`config.mk`:
```
export PLATFORM = sky130hd
export DESIGN_NAME = vicii_sprite_priority
export DESIGN_NICKNAME = d
export VERILOG_FILES = /design/src/rtl/vicii_sprite_priority_pkg.sv /design/src/rtl/vicii_sprite_priority_prio_enc.sv /design/src/rtl/vicii_sprite_priority.sv
export SDC_FILE = /design/constraint.sdc
export NUM_CORES = 1
export LEC_CHECK = 0
export BUFFER_PORTS_ARGS = -buffer_cell sky130_fd_sc_hd__buf_4
export CORE_MARGIN = 2
export CORE_UTILIZATION = 35
export CTS_CLUSTER_SIZE = 14
export DETAILED_ROUTE_END_ITERATION = 12
export PLACE_DENSITY = 0.68
export RECOVER_POWER = 100
export SKIP_LAST_GASP = 1
export SYNTH_ARGS = -nofsm -noshare
export SYNTH_HDL_FRONTEND = slang
export SYNTH_HIERARCHICAL = 1
export SYNTH_SLANG_ARGS = --single-unit
```
`constraint.sdc`:
```
create_clock -name clk -period 2.3 [get_ports clk]
set_input_delay 0.345 -clock clk [delete_from_list [all_inputs] [get_ports clk]]
set_output_delay 0.345 -clock clk [all_outputs]
set_load 0.1 [all_outputs]
```
`src/rtl/vicii_sprite_priority_pkg.sv`:
```
// vicii_sprite_priority_pkg: shared VIC-II constants for the sprite priority/collision block.
package vicii_sprite_priority_pkg;
    localparam int COLOR_W = 4;
    localparam logic [5:0] ADDR_MM = 6'h1E;
    localparam logic [5:0] ADDR_MD = 6'h1F;
endpackage

```
`src/rtl/vicii_sprite_priority_prio_enc.sv`:
```
// vicii_prio_enc: lowest-index-wins priority encoder over the sprite enables.
module vicii_prio_enc #(
    parameter int NSPR = 8
) (
    input  logic [NSPR-1:0]         en,
    output logic [$clog2(NSPR)-1:0] idx,
    output logic                    valid
);
    always_comb begin
        idx = '0;
        valid = 1'b0;
        for (int i = NSPR - 1; i >= 0; i--) begin
            if (en[i]) begin
                idx = ($clog2(NSPR))'(i);
                valid = 1'b1;
            end
        end
    end
endmodule

```
`src/rtl/vicii_sprite_priority.sv`:
```
// vicii_sprite_priority: sprite/background/border colour mux with sticky
// sprite-sprite and sprite-data collision registers and their interrupts.
module vicii_sprite_priority
    import vicii_sprite_priority_pkg::*;
#(
    parameter int NSPR = 8
) (
    input  logic                    clk,
    input  logic                    reset,
    input  logic [NSPR-1:0]         spr_en,
    input  logic [NSPR*COLOR_W-1:0] spr_pix,
    input  logic [NSPR-1:0]         MDP,
    input  logic [COLOR_W-1:0]      bg_pix,
    input  logic                    bg_fg,
    input  logic                    den,
    input  logic [COLOR_W-1:0]      EC,
    input  logic                    rd_mm,
    input  logic                    rd_md,
    output logic [COLOR_W-1:0]      pixel,
    output logic [NSPR-1:0]         MM,
    output logic [NSPR-1:0]         MD,
    output logic                    irq_mm,
    output logic                    irq_md
);
    logic [$clog2(NSPR)-1:0] w;
    logic                    w_valid;
    logic [COLOR_W-1:0]      pix_nx;
    logic [NSPR-1:0]         mm_set, md_set, mm_nx, md_nx;

    vicii_prio_enc #(.NSPR(NSPR)) u_enc (
        .en(spr_en),
        .idx(w),
        .valid(w_valid)
    );

    // A hidden winner masks every lower-priority sprite: fall back to graphics.
    always_comb begin
        pix_nx = !den ? EC
               : (!w_valid || (MDP[w] && bg_fg)) ? bg_pix
               : spr_pix[w*COLOR_W +: COLOR_W];
        mm_set = ((spr_en & (spr_en - 1'b1)) != '0) ? spr_en : '0;
        md_set = bg_fg ? spr_en : '0;
        mm_nx = rd_mm ? mm_set : (MM | mm_set);
        md_nx = rd_md ? md_set : (MD | md_set);
    end

    always_ff @(posedge clk) begin
        if (reset) begin
            pixel <= '0;
            MM <= '0;
            MD <= '0;
            irq_mm <= 1'b0;
            irq_md <= 1'b0;
        end else begin
            pixel <= pix_nx;
            MM <= mm_nx;
            MD <= md_nx;
            irq_mm <= (MM == '0) && (mm_nx != '0);
            irq_md <= (MD == '0) && (md_nx != '0);
        end
    end
endmodule
```
==> flow_metrics.py <==
metrics = {
    "synth": {
        "syn_nets": 226,
        "ys_ff_latch": 22,
        "synth_warnings": 6,
        "netlist_instances": 164,
        "yosysSeqAreaShare_pct": 32.47,
        "synth_area_um2": 1356,
        "synth_cell_types": 34,
        "syn_avg_cell_area_um2": 8.270,
    },
    "timing": {
        "setup_viol": 0,
        "setup_tns_ps": 0,
        "worstMarginPinSlew_ps": 1190,
        "fmax_ghz": 0.4777,
        "fin_crit_sh_pct": 91.02,
        "rsz0062_at_grt": "false",
        "max-slew-margin-rel_pct": 21.02,
        "post-route-min-period_ps": 2094,
        "finalMaxSlewViolations": 0,
        "final_hold_viol_count": 0,
        "fin_worst_skew_ps": 0.4192,
    },
    "worst_hold_path": {
        "whs_path_depth": 3,
        "hold_class": "input pin to register",
    },
    "die": {
        "fp.dieH_um": 66.25,
        "die_w_um": 66.25,
        "core.rowCount": 22,
        "io_pins": 84,
        "core_um2": 3689,
        "die_area_um2": 4389,
        "start_util_pct": 36.77,
    },
    "finish": {
        "final_cells": 304,
        "nets": 319,
        "diodes": 0,
        "areaGrowthSynthToFinish_pct": 52.49,
        "fin_area_um2": 2068,
        "drive_gt1_share_pct": 35.16,
    },
    "route": {
        "wl_per_cell_um": 13.38,
        "finalWirelength_um": 4068,
        "drt_iter0_markers": 54,
        "drtPass1Iterations": 4,
        "ant_nets": 0,
        "vias": 1547,
        "vias_per_cell": 5.089,
        "drc_errors": 0,
    },
    "worst_setup_path": {
        "endpoint": "pixel[2]$_SDFF_PP0_",
        "worstPathArrival_ps": 2280,
        "timing.rr.end": "irq_mm$_SDFF_PP0_",
        "critPathMaxFanout": 6,
        "worstSetupPathType": "input pin to register",
        "reg2reg_depth": 3,
        "worstSetupStartpoint": "spr_en[4]",
        "r2r_slack_ps": 1380,
        "crit_required_ps": 2490,
        "r2r_start": "MM[7]$_SDFF_PP0_",
        "end_kind": "register",
        "startpoint_type": "input pin",
    },
    "pwr": {
        "finalPower_mw": 1.151,
        "combPwrFrac_pct": 39.7,
        "intPower_uw": 713.2,
        "p_sw_uw": 437.5,
        "p_seq_share_pct": 36.6,
        "p_leak_nw": 0.8346,
        "swShare_pct": 38.02,
        "ir_drop_v": 0.0003868,
        "pwr_density_cell_nw_per_um2": 556.4,
        "p_clk_share_pct": 23.7,
    },
    "clock_tree": {
        "post_cts_buffers": 0,
        "clk_latency_ps": 260,
        "cts_tree": "done",
        "clock_path_buffers": 2,
        "numCtsBuffers": 3,
        "cts_root_buffer": "clkbuf_8",
        "cts_htree_levels": 1,
        "cts_sinks": 22,
        "clk_pin_slew_ps": 70,
    },
    "place": {
        "portBuffers": 83,
        "placed_cell_area_um2": 2116,
        "place_congestion": 0.7825,
        "dpl.hpwl_um": 3281,
        "dp.cells": 300,
    },
    "global_routing": {
        "antenna_found_initial": 0,
        "grt-ovfl-total": 0,
        "first_global_vias": 1535,
        "grt.total_usage_pct": 19.99,
        "grt_max_degree": 24,
        "grt_first_pass_wirelength_um": 6989,
    },
    "run": {
        "drv_cap": 0,
    },
    "outcome": {
        "status": "finished, final reports clean",
    },
}
==> cell families after synthesis <==
| group | share of synthesized area (%) |
|---|---|
| flops | 32.47 |
| simple gates | 28.97 |
| compound gates | 24.82 |
| fa+ha+maj | 1.568 |
| buf+inv | 3.044 |
| mux | 9.133 |
==> area by class of cell <==
type,count,area [µm²]
inverters,2,7.507
clock buffers,4,55.05
multi-input cells,132,877.1
flip-flops and latches,22,440.4
well taps,48,60.06
repair buffers,96,628.1
fillers,394,1620
==> power groups by stage <==
stage	Clock, mW	Combinational (mW)	Sequential [mW]
final	0.273	0.456	0.421
after global routing	0.299	0.491	0.425
after global placement	0	0.480	0.431
after CTS	0.277	0.484	0.422
after floorplan	0	0.121	0.614
after detailed placement	0	0.482	0.431
==> sequential cells by signal (all words and copies together) (netlist names) <==
register  flops
pixel         4
MD            8
irq_mm        1
irq_md        1
MM            8
==> synth_stat cells <==
library cell  count  share of area [%]
nor4_2            1               0.92
nor2_4            1               0.83
maj3_1            1               0.74
nand2_1           7                1.9
mux2_2            9                7.5
a22oi_1           8                4.4
dfxtp_1          22                 32
a211oi_1          5                2.8
o31a_1            1               0.65
o22ai_1           4                1.8
or3_1             1               0.46
or4_4             1               0.83
nand3_1           5                1.8
nor4_1            5                2.3
nand4b_1          1               0.65
a2111oi_0         5                3.2
a21oi_1          10                3.7
buf_2             3                1.1
nor3_1            6                2.2
o21bai_1          1               0.55
nand2b_1         11                5.1
or4_1             1               0.55
nor2b_1          15                6.9
o21ai_1           4                1.5
or3_4             1               0.83
o21ai_0           5                1.8
maj3_2            1               0.83
clkbuf_1          5                1.4
nor2_1           13                3.6
o41ai_1           3                1.9
inv_1             2               0.55
mux4_2            1                1.7
a31oi_1           4                1.8
o31ai_1           1               0.55
==> worst min-delay path by stage <==
stage / from / end / slack [ps]
finish: EC[2] / pixel[2]$_SDFF_PP0_ / 370
detailed placement: MM[1]$_SDFF_PP0_ / MM[1]$_SDFF_PP0_ / 460
floorplan: spr_en[5] / irq_md$_SDFF_PP0_ / 470
global placement: MM[6]$_SDFF_PP0_ / MM[6]$_SDFF_PP0_ / 460
CTS: EC[2] / pixel[2]$_SDFF_PP0_ / 370
global route: bg_pix[1] / pixel[1]$_SDFF_PP0_ / 370
==> placed cells by master, fill, tap and decap left out, types with 5 or more instances in the layout <==
master    synthesis  layout
nor2b_1          15      15
nand2b_1         11      11
o21ai_0           5       9
a21oi_1          10      10
a22oi_1           8       8
dfxtp_1          22      22
nor4_1            5       5
nor3_1            6       6
nor2_1           13      14
mux2_2            9       9
nand3_1           5       5
nand2_1           7       7
clkbuf_1          5      24
buf_4             0      70
==> worst max-delay path: stages <==
cell and delay (ps):
clkbuf_2 120, nor2_1 80, o21ai_0 140, a211oi_4 420, mux2_2 230, o21ai_0 100
o31ai_1 520, nand3_1 150, a31oi_1 180
==> per-layer routing <==
| metal | up-vias | track usage [%] | share of wire, % |
|---|---|---|---|
| met1 | 704 | 26.01 | 45 |
| met3 | 4 | 4.429 | 4.6 |
| met4 | 0 | 3.827 | 0.74 |
| li1 | 803 | - | - |
| met2 | 36 | 33.88 | 50 |
| met5 | - | 0 | 0 |
==> repair_timing <==
item | CTS | global route
gates resized for setup | 0 | 2
hold buffers | 0 | 0
endpoints found under the setup margin | 0 | 4
==> metrics by stage <==
stage | hold WS, ps | setup slack [ps] | util [%]
2_1_floorplan | 469.2 | 265.6 | -
3_3_place_gp | 455.0 | -62.60 | 57.36
3_5_place_dp | 460.7 | -130.4 | 57.36
4_1_cts | 368.5 | 129.4 | 58.85
5_1_grt | 373.2 | 5.415 | 56.07
6_report | 368.0 | 206.5 | 56.07
Note: power is estimated with default switching activity, not from simulation.
